===== src/rtl/cpu_ctrl_pkg.sv =====
// Shared control-bundle layout, bubble value and forwarding-select encodings
// used by the ID/EX/MEM/WB control pipeline of the 5-stage ARM core.
package cpu_ctrl_pkg;

    // Field order is fixed: the decoder packs id_ctrl in exactly this layout.
    typedef struct packed {
        logic       RegWrite;
        logic       memRead;
        logic       memWrite;
        logic       memToReg;
        logic       ALU_Src;
        logic       ALU_SH;
        logic       Imm;
        logic       shiftDirn;
        logic       ALU_on;
        logic       set_flags;
        logic       branchLink;
        logic       uncondBr;
        logic       branch;
        logic       branchReg;
        logic [1:0] fwdEn;
    } ctrl_t;

    localparam ctrl_t CTRL_BUBBLE = '0;

    localparam logic [1:0] FWD_RF  = 2'b00;
    localparam logic [1:0] FWD_MEM = 2'b01;
    localparam logic [1:0] FWD_WB  = 2'b10;

    localparam int ZERO_REG = 31;

endpackage


===== src/rtl/fwd_unit.sv =====
// Combinational EX-stage forwarding compare for both ALU operands against
// the MEM and WB destinations; MEM wins over WB, XZR never forwards.
module fwd_unit
    import cpu_ctrl_pkg::*;
#(
    parameter int REG_W    = 5,
    parameter int ZERO_REG = cpu_ctrl_pkg::ZERO_REG
) (
    input  logic [1:0]       ex_fwd_en,
    input  logic [REG_W-1:0] ex_rn,
    input  logic [REG_W-1:0] ex_rm,
    input  logic             mem_reg_write,
    input  logic             mem_to_reg,
    input  logic [REG_W-1:0] mem_rd,
    input  logic             wb_reg_write,
    input  logic [REG_W-1:0] wb_rd,
    output logic [1:0]       fwd_a,
    output logic [1:0]       fwd_b
);

    localparam logic [REG_W-1:0] ZERO_IDX = REG_W'(ZERO_REG);

    logic [REG_W-1:0] src [0:1];
    logic             en  [0:1];
    logic [1:0]       sel [0:1];

    assign src[0] = ex_rn;
    assign src[1] = ex_rm;
    // Operand A is enabled by fwdEn[1], operand B by fwdEn[0].
    assign en[0]  = ex_fwd_en[1];
    assign en[1]  = ex_fwd_en[0];

    genvar gi;
    generate
        for (gi = 0; gi < 2; gi++) begin : g_operand
            logic mem_hit;
            logic wb_hit;
            // A load in MEM has no data yet; its value is picked up from WB.
            assign mem_hit = mem_reg_write && !mem_to_reg
                          && (mem_rd == src[gi]) && (mem_rd != ZERO_IDX);
            assign wb_hit  = wb_reg_write
                          && (wb_rd == src[gi]) && (wb_rd != ZERO_IDX);
            assign sel[gi] = !en[gi] ? FWD_RF  :
                             mem_hit ? FWD_MEM :
                             wb_hit  ? FWD_WB  : FWD_RF;
        end
    endgenerate

    assign fwd_a = sel[0];
    assign fwd_b = sel[1];

endmodule


===== src/rtl/ctrl_pipeline.sv =====
// Control pipeline registers ID->EX->MEM->WB with load-use stall, taken-branch
// squash, operand forwarding selects and saturating stall/flush counters.
module ctrl_pipeline
    import cpu_ctrl_pkg::*;
#(
    parameter int REG_W    = 5,
    parameter int CNT_W    = 16,
    parameter int ZERO_REG = cpu_ctrl_pkg::ZERO_REG
) (
    input  logic             clk,
    input  logic             rst,
    input  logic             id_valid,
    input  ctrl_t            id_ctrl,
    input  logic [REG_W-1:0] id_rd,
    input  logic [REG_W-1:0] id_rn,
    input  logic [REG_W-1:0] id_rm,
    input  logic             ex_taken,
    output logic             stall,
    output logic             if_flush,
    output ctrl_t            ex_ctrl,
    output ctrl_t            mem_ctrl,
    output ctrl_t            wb_ctrl,
    output logic [REG_W-1:0] ex_rd,
    output logic [REG_W-1:0] mem_rd,
    output logic [REG_W-1:0] wb_rd,
    output logic [1:0]       fwd_a,
    output logic [1:0]       fwd_b,
    output logic [CNT_W-1:0] stall_cnt,
    output logic [CNT_W-1:0] flush_cnt
);

    localparam logic [REG_W-1:0] ZERO_IDX = REG_W'(ZERO_REG);

    ctrl_t            ex_ctrl_q,  ex_ctrl_d;
    ctrl_t            mem_ctrl_q, mem_ctrl_d;
    ctrl_t            wb_ctrl_q,  wb_ctrl_d;
    logic [REG_W-1:0] ex_rd_q,  ex_rd_d;
    logic [REG_W-1:0] mem_rd_q, mem_rd_d;
    logic [REG_W-1:0] wb_rd_q,  wb_rd_d;
    logic [REG_W-1:0] ex_rn_q,  ex_rn_d;
    logic [REG_W-1:0] ex_rm_q,  ex_rm_d;
    logic [CNT_W-1:0] stall_cnt_q, stall_cnt_d;
    logic [CNT_W-1:0] flush_cnt_q, flush_cnt_d;

    logic hit_rn;
    logic hit_rm;

    // STUR reads rm as store data even though it does not forward B.
    assign hit_rn = (ex_rd_q == id_rn) && id_ctrl.fwdEn[1];
    assign hit_rm = (ex_rd_q == id_rm) && (id_ctrl.fwdEn[0] || id_ctrl.memWrite);

    assign stall    = ex_ctrl_q.memRead && (ex_rd_q != ZERO_IDX)
                   && (hit_rn || hit_rm) && id_valid && !ex_taken;
    assign if_flush = ex_taken;

    always_comb begin
        mem_ctrl_d  = ex_ctrl_q;
        mem_rd_d    = ex_rd_q;
        wb_ctrl_d   = mem_ctrl_q;
        wb_rd_d     = mem_rd_q;
        ex_ctrl_d   = id_ctrl;
        ex_rd_d     = id_rd;
        ex_rn_d     = id_rn;
        ex_rm_d     = id_rm;
        stall_cnt_d = stall_cnt_q;
        flush_cnt_d = flush_cnt_q;

        // Invalid ID, squash and stall all insert the same bubble into EX.
        if (!id_valid || ex_taken || stall) begin
            ex_ctrl_d = CTRL_BUBBLE;
            ex_rd_d   = ZERO_IDX;
            ex_rn_d   = '0;
            ex_rm_d   = '0;
        end

        if (stall && (stall_cnt_q != '1)) begin
            stall_cnt_d = stall_cnt_q + CNT_W'(1);
        end
        if (ex_taken && (flush_cnt_q != '1)) begin
            flush_cnt_d = flush_cnt_q + CNT_W'(1);
        end
    end

    always_ff @(posedge clk) begin
        if (!rst) begin
            ex_ctrl_q   <= CTRL_BUBBLE;
            mem_ctrl_q  <= CTRL_BUBBLE;
            wb_ctrl_q   <= CTRL_BUBBLE;
            ex_rd_q     <= '0;
            mem_rd_q    <= '0;
            wb_rd_q     <= '0;
            ex_rn_q     <= '0;
            ex_rm_q     <= '0;
            stall_cnt_q <= '0;
            flush_cnt_q <= '0;
        end else begin
            ex_ctrl_q   <= ex_ctrl_d;
            mem_ctrl_q  <= mem_ctrl_d;
            wb_ctrl_q   <= wb_ctrl_d;
            ex_rd_q     <= ex_rd_d;
            mem_rd_q    <= mem_rd_d;
            wb_rd_q     <= wb_rd_d;
            ex_rn_q     <= ex_rn_d;
            ex_rm_q     <= ex_rm_d;
            stall_cnt_q <= stall_cnt_d;
            flush_cnt_q <= flush_cnt_d;
        end
    end

    fwd_unit #(
        .REG_W    (REG_W),
        .ZERO_REG (ZERO_REG)
    ) u_fwd (
        .ex_fwd_en     (ex_ctrl_q.fwdEn),
        .ex_rn         (ex_rn_q),
        .ex_rm         (ex_rm_q),
        .mem_reg_write (mem_ctrl_q.RegWrite),
        .mem_to_reg    (mem_ctrl_q.memToReg),
        .mem_rd        (mem_rd_q),
        .wb_reg_write  (wb_ctrl_q.RegWrite),
        .wb_rd         (wb_rd_q),
        .fwd_a         (fwd_a),
        .fwd_b         (fwd_b)
    );

    assign ex_ctrl   = ex_ctrl_q;
    assign mem_ctrl  = mem_ctrl_q;
    assign wb_ctrl   = wb_ctrl_q;
    assign ex_rd     = ex_rd_q;
    assign mem_rd    = mem_rd_q;
    assign wb_rd     = wb_rd_q;
    assign stall_cnt = stall_cnt_q;
    assign flush_cnt = flush_cnt_q;

endmodule

===== config.mk =====
export PLATFORM = sky130hd
export DESIGN_NAME = ctrl_pipeline
export DESIGN_NICKNAME = d
export VERILOG_FILES = /design/src/rtl/cpu_ctrl_pkg.sv /design/src/rtl/fwd_unit.sv /design/src/rtl/ctrl_pipeline.sv
export SDC_FILE = /design/constraint.sdc
export NUM_CORES = 1
export LEC_CHECK = 0
export BUFFER_PORTS_ARGS = -buffer_cell sky130_fd_sc_hd__buf_2
export CAP_MARGIN = 20
export CORE_AREA = 2 2 99 101
export CTS_CLUSTER_SIZE = 30
export DETAILED_ROUTE_END_ITERATION = 7
export DIE_AREA = 0 0 101 103
export GPL_TIMING_DRIVEN = 0
export PLACE_DENSITY = 0.82
export RECOVER_POWER = 25
export SYNTH_ARGS = -nofsm -noshare
export SYNTH_HDL_FRONTEND = slang
export SYNTH_SLANG_ARGS = --single-unit

===== constraint.sdc =====
create_clock -name clk -period 2.5 [get_ports clk]
set_clock_uncertainty 0.05 [all_clocks]
set_input_delay 0.5 -clock clk [delete_from_list [all_inputs] [get_ports clk]]
set_output_delay 0.5 -clock clk [all_outputs]
set_load 0.005 [all_outputs]

==> out/summary.txt, run 1 <==
outcome -> finished, final reports clean
Initial Util -> 43.2%
Rows -> 36
crit path launch -> ex_rd[0]$_SDFF_PN0_
Root Buffer -> clkbuf_8
initial antenna violation count -> 0
cell taking the most area after synthesis -> dfxtp_1
Die X -> 101 um
RSZ-0062 raised after global routing -> no
worst r2r src -> flush_cnt[0]$_SDFFE_PN0P_
H-tree depth -> 3
max-cap violations -> 0
# diodes -> 0
Post-synth EDFFs -> 0
Final ANT Viol Nets -> 0
Hold Path Class -> in2reg
Final Hold Vio Count -> 0
Placer Congestion -> 0.863
cts bufs inserted -> 9
global route overflow -> 0
Worst Setup EP -> stall
syn nets -> 452
clock network fraction of total power -> 33.8%
largest family of logic cells by synthesized area -> simple AND/OR/NAND/NOR gates
Post-Route WL -> 10100 um
Unique masters post-synth -> 44
Post-Syn Area -> 4090 um^2
delay of the slowest cell on the worst path -> 0.42 ns
synthesis warning total -> 0
core box area -> 9460 um^2
Clock Pin Slew Worst Setup and Hold Paths -> 0.11 ns
Synth Flop Type -> dfxtp_1
Static Leak -> 2.17 nW
required time of the worst setup path -> 1.95 ns
per-cell routed wire length -> 14.9 um
slack of the critical path -> 0.167 ns
reg-to-reg endpoint -> flush_cnt[1]$_SDFFE_PN0P_
worst-path maximum fanout -> 14
multiplexer area fraction after synthesis -> 0.735%
endpoints failing setup -> 0
relative slew slack -> 59.0%
cell area power density -> 578 nW/um^2
drt initial violations -> 139
CP endpoint kind -> output port
buffers plus inverters on the worst setup path -> 1
HPWL after detailed placement -> 7680 um
Post-Place Setup Slack -> -0.0692 ns
Seq pwr share -> 59.3%
switch share -> 25.6%
top-count cell post-synth -> dfxtp_1
Post-synth top cells -> dfxtp_1, and2_1, xnor2_1, nand2_1, nand3_1
Max Freq -> 429 MHz
Die Ht -> 103 um
Vias/cell -> 5.11
Crit-path slowest cell -> dfxtp_2
Setup Crit Path Kind -> reg2out
vias in the first global route -> 3311
Max Slew Vio Count -> 0
Psw -> 753 uW
full die area -> 10400 um^2
GRT Total Usage -> 19.6%
Post-Synth Adder-Cell Area -> 0.613%
#FFs+latches synth -> 105
hold_buf cts -> 0
XOR/XNOR share of the synthesized area -> 8.79%
synth-to-layout area growth -> 24.7%
post-synth top area share -> 51.5%
Mapped Avg Cell Area -> 9.84 um^2
Seq/Total Area, Yosys -> 51.5%
worst skew pair latency -> 0.36 ns
Pint -> 2.19 mW
clk sink count -> 105
Ports -> 136
reg2reg setup slack -> 0.39 ns
First-pass DRT Iterations -> 5
Worst path depth -> 5
Clock Path Buffers -> 2
most area-consuming cells after synthesis -> dfxtp_1, and2_1, xnor2_1
input/output buffers -> 135
combinational share of power -> 6.8%
ys async rst share -> 0%
Synth Area in Simple Gates -> 26.5%
share of layout cells above drive strength 1 -> 27.7%
part of the cycle the worst path needs -> 93.3%
vias -> 3477
NumNets Final -> 598
Residual DRC -> 0
Synth Area in Compound Gates -> 8.06%
post-synthesis cell count -> 415
hold slack -> 0.275 ns
R2R depth -> 7
Worst path top cell family by delay -> flip-flops
slew of the pin with the lowest slew margin -> 0.610 ns
crit path DAT -> 1.78 ns
CP Cell Sequence -> xnor2_1, nand4_1, o22a_2, nor2_4, buf_2
maximum vdd drop -> 0.000329 V
TritonCTS clock tree -> built
startpoint type of the worst setup path -> register
first-pass GRT wire length -> 16100 um
largest net degree at the start of global routing -> 20
post-layout min period -> 2.33 ns
==> flip-flops by register name, indices dropped and copies added (netlist names) <==
signal     count
ex_ctrl       16
ex_rm_q        5
mem_ctrl      16
mem_rd         5
ex_rd          5
stall_cnt     16
ex_rn_q        5
wb_ctrl       16
flush_cnt     16
wb_rd          5
==> how the worst min path moves through the flow <==
stage | from | endpoint | cells after the start
5_1_grt | id_ctrl[8] | ex_ctrl[8]$_SDFF_PP0_ | 2
3_5_place_dp | ex_ctrl[6]$_SDFF_PP0_ | mem_ctrl[6]$_SDFF_PN0_ | 1
2_1_floorplan | mem_ctrl[12]$_SDFF_PN0_ | wb_ctrl[12]$_SDFF_PN0_ | 1
3_3_place_gp | mem_ctrl[5]$_SDFF_PN0_ | wb_ctrl[5]$_SDFF_PN0_ | 1
4_1_cts | id_ctrl[6] | ex_ctrl[6]$_SDFF_PP0_ | 2
6_report | id_ctrl[6] | ex_ctrl[6]$_SDFF_PP0_ | 2
==> layer usage <==
layer	routed length [um]	global-route usage, %
met1	4370	23.8
met2	5030	34.6
met3	519	3.86
met4	209	7.28
met5	0	0
==> area by class of cell <==
type | count | area [um^2]
buffer | 20 | 123
clock buffer | 9 | 124
clock inverter | 7 | 62.6
fill | 888 | 4370
inverter | 8 | 30.0
multi-input combinational | 281 | 1850
sequential | 105 | 2110
tap | 114 | 143
timing repair buffer | 136 | 657
==> metrics by stage <==
stage / util, % / cells / area (um^2) / power [mW] / TNS [ns]
6_report: 53.8 / 680 / 5090 / 2.94 / 0
2_1_floorplan: - / 415 / 4090 / 1.88 / 0
5_1_grt: 53.8 / 680 / 5090 / 3.07 / 0
4_1_cts: 54.0 / 680 / 5100 / 2.96 / 0
3_5_place_dp: 51.8 / 664 / 4900 / 1.98 / -0.0692
3_3_place_gp: 51.8 / 664 / 4900 / 1.97 / 0
==> power groups by stage <==
stage          clock network (mW)  registers (mW)  logic [mW]
3_3_place_gp                    0            1.78       0.194
6_report                    0.996            1.75       0.200
2_1_floorplan                   0            1.78       0.105
3_5_place_dp                    0            1.78       0.201
4_1_cts                      1.01            1.75       0.202
5_1_grt                      1.10            1.75       0.224
==> cells by family (layout without fill, tap and decap cells) <==
| logic type | Yosys count | after routing |
|---|---|---|
| flops | 105 | 105 |
| compound gates | 48 | 48 |
| buf+inv | 29 | 180 |
| fa+ha+maj | 2 | 2 |
| xor+xnor | 41 | 41 |
| mux | 3 | 3 |
| simple gates | 187 | 187 |
==> cell usage in the layout, fill, tap and decap left out, types with 11 or more instances in the layout <==
master / count
a21oi_1: 16
and2_1: 60
buf_2: 115
clkbuf_1: 31
dfxtp_1: 100
nand2_1: 22
nand3_1: 18
nand4_1: 11
nor2_1: 16
o31ai_1: 12
or4_1: 11
xnor2_1: 25
xor2_1: 16
==> what timing repair did <==
action / in CTS / in global routing
pin swaps: 1 / 1
resized for setup: 7 / 2
setup endpoints to repair: 1 / 2
buffers inserted: 0 / 1
Note: power is estimated with default switching activity, not from simulation.
==> run 2: changes to the inputs <==
==> constraint.sdc (replaced) <==
create_clock -name clk -period 2.2 [get_ports clk]
set_clock_uncertainty 0.05 [all_clocks]
set_input_delay 0.44 -clock clk [delete_from_list [all_inputs] [get_ports clk]]
set_output_delay 0.44 -clock clk [all_outputs]
set_load 0.005 [all_outputs]
==> run 2 against run 1 <==
Effect of this change: the flow now finishes with violations (setup timing); combinational power is 23% higher; worst hold slack worse by 0.058 ns; critical path depth is 1 higher; sequential power is 13% higher; non-clock buffer count is 5 higher; register-to-register slack worse by 0.27 ns; clock power is 13% higher; critical endpoint is now fwd_b[0]; largest cell class unchanged; largest power group unchanged.
==> out/summary.txt, run 2 (synthesized netlist as in run 1, its figures left out) <==
delay of the slowest cell on the worst path -> 0.38 ns (was 0.42 ns)
crit path DAT -> 1.76 ns (was 1.78 ns)
synth-to-layout area growth -> 27.6% (was 24.7%)
HPWL after detailed placement -> 7680 um (unchanged)
commonest non-fill, non-tap cell in the layout -> buf_2 (unchanged)
total negative slack -> -0.0602 ns (was 0 ns)
fin cells -> 685 (was 680)
per-cell routed wire length -> 15.2 um (was 14.9 um)
global route overflow -> 0 (unchanged)
placed cell area -> 4900 um^2 (unchanged)
vias in the first global route -> 3331 (was 3311)
core box area -> 9460 um^2 (unchanged)
hold_buf cts -> 0 (unchanged)
Residual DRC -> 0 (unchanged)
Crit-path slowest cell -> dfxtp_4 (was dfxtp_2)
buffers plus inverters on the worst setup path -> 1 (unchanged)
largest net degree at the start of global routing -> 20 (unchanged)
vias -> 3522 (was 3477)
RSZ-0062 raised after global routing -> yes (was no)
cell area power density -> 644 nW/um^2 (was 578 nW/um^2)
Final ANT Viol Nets -> 0 (unchanged)
GRT Total Usage -> 19.6% (about the same)
Clock Path Buffers -> 2 (unchanged)
CP endpoint kind -> output port (unchanged)
Rows -> 36 (unchanged)
part of the cycle the worst path needs -> 102%
required time of the worst setup path -> 1.71 ns (was 1.95 ns)
worst-path maximum fanout -> 5 (was 14)
number of fill cells in the layout -> 875 (was 888)
Die X -> 101 um (unchanged)
First-pass DRT Iterations -> 4 (was 5)
max-cap violations -> 0 (unchanged)
Max Freq -> 444 MHz
H-tree depth -> 3 (unchanged)
Initial Util -> 43.2% (unchanged)
Ports -> 136 (unchanged)
Setup Crit Path Kind -> reg2out (unchanged)
drt initial violations -> 140 (was 139)
Worst path top cell family by delay -> simple AND/OR/NAND/NOR gates (was flip-flops)
Post-Route WL -> 10400 um (was 10100 um)
relative slew slack -> 65.4% (was 59.0%)
clk sink count -> 105 (unchanged)
Final Hold Vio Count -> 0 (unchanged)
endpoints failing setup -> 3 (was 0)
startpoint type of the worst setup path -> register (unchanged)
failing checks -> setup timing
slew of the pin with the lowest slew margin -> 0.507 ns (was 0.610 ns)
full die area -> 10400 um^2 (unchanged)
first-pass GRT wire length -> 16100 um (unchanged)
placed instance count -> 664 (unchanged)
Die Ht -> 103 um (unchanged)
post-layout min period -> 2.25 ns
input/output buffers -> 135 (unchanged)
share of layout cells above drive strength 1 -> 30.8% (was 27.7%)
NumNets Final -> 603 (was 598)
initial antenna violation count -> 0 (unchanged)
outcome -> finished, violations left (was finished, final reports clean)
Hold Path Class -> in2reg (unchanged)
Root Buffer -> clkbuf_8 (unchanged)
Static Leak -> 2.21 nW (was 2.17 nW)
TritonCTS clock tree -> built (unchanged)
post-layout util -> 55.1% (was 53.8%)
Post-Layout Inst Area -> 5210 um^2 (was 5090 um^2)
Vias/cell -> 5.14 (was 5.11)
maximum vdd drop -> 0.000373 V (was 0.000329 V)
# diodes -> 0 (unchanged)
Placer Congestion -> 0.863 (unchanged)
CP Cell Sequence -> and3_4, nand3_2, nand3b_1, nor4_2, and2_1, buf_2 (was xnor2_1, nand4_1, o22a_2, nor2_4, buf_2)
cts bufs inserted -> 9 (unchanged)
slack of the critical path -> -0.0503 ns (was 0.167 ns)
Clock Pin Slew Worst Setup and Hold Paths -> 0.11 ns (about the same)
most frequent cells in the layout -> buf_2, dfxtp_1, and2_1, clkbuf_1, xnor2_1 (unchanged)
worst skew pair latency -> 0.37 ns (was 0.36 ns)
Post-Place Setup Slack -> -0.249 ns (was -0.0692 ns)
Max Slew Vio Count -> 0 (unchanged)
[run 2: repair_timing]
item | in CTS | in global routing
resized for setup | 15 | 13
endpoints found under the setup margin | 5 | 7
pin swaps | 3 | 10
setup buffers | 1 | 5
[run 2: worst paths after layout]
path                                from                   endpoint  slack (ns)  cells after the start
setup / recovery    mem_rd[2]$_SDFF_PN0_                   fwd_b[0]       -0.05                      6
hold / removal                id_ctrl[6]      ex_ctrl[6]$_SDFF_PP0_        0.22                      2
setup reg to reg     ex_rd[0]$_SDFF_PN0_  stall_cnt[5]$_SDFFE_PN0P_        0.12                      7
hold reg to reg   mem_ctrl[2]$_SDFF_PN0_      wb_ctrl[2]$_SDFF_PN0_        0.41                      1
[run 2: stage by stage]
| stage | total power [mW] | hold WS, ns |
|---|---|---|
| after global placement | 2.24 | 0.386 |
| after floorplan | 2.14 | 0.395 |
| after detailed placement | 2.25 | 0.391 |
| final | 3.36 | 0.217 |
| after CTS | 3.37 | 0.206 |
| after global routing | 3.50 | 0.205 |
[run 2: final cells by class]
class	count	area, um^2	area share (%)
Clock inverter	7	62.6	1.20
Buffer	20	123	2.35
Timing Repair Buffer	141	708	13.6
Tap cell	114	143	2.74
Multi-Input combinational cell	281	1900	36.4
Clock buffer	9	124	2.38
Inverter	8	30.0	0.576
Sequential cell	105	2130	40.8
[run 2: worst register-to-register path: stages (launching register included)]
cell,delay [ns]
dfxtp_4,0.38
xnor2_1,0.17
nand4_1,0.16
o22a_4,0.29
buf_12,0.14
buf_6,0.13
or4_1,0.52
a21oi_1,0.18
[run 2: power breakdown]
| part | switching (mW) | total, mW | leakage [nW] | internal (mW) |
|---|---|---|---|---|
| Sequential | 0.0426 | 1.98 | 0.857 | 1.94 |
| Combinational | 0.124 | 0.247 | 1.27 | 0.124 |
| Clock | 0.695 | 1.13 | 0.0859 | 0.433 |
| Total | 0.861 | 3.36 | 2.21 | 2.50 |
[run 2: metal layers]
layer  GRT usage [%]  vias up  wire length (um)  share of wire, %
met5               0        -                 0                 0
met4            8.32        0               243               2.3
met3            4.07       21               611               5.9
met2            34.4      130              5200                50
met1            23.5     1641              4330                42
li1                -     1730                 -                 -
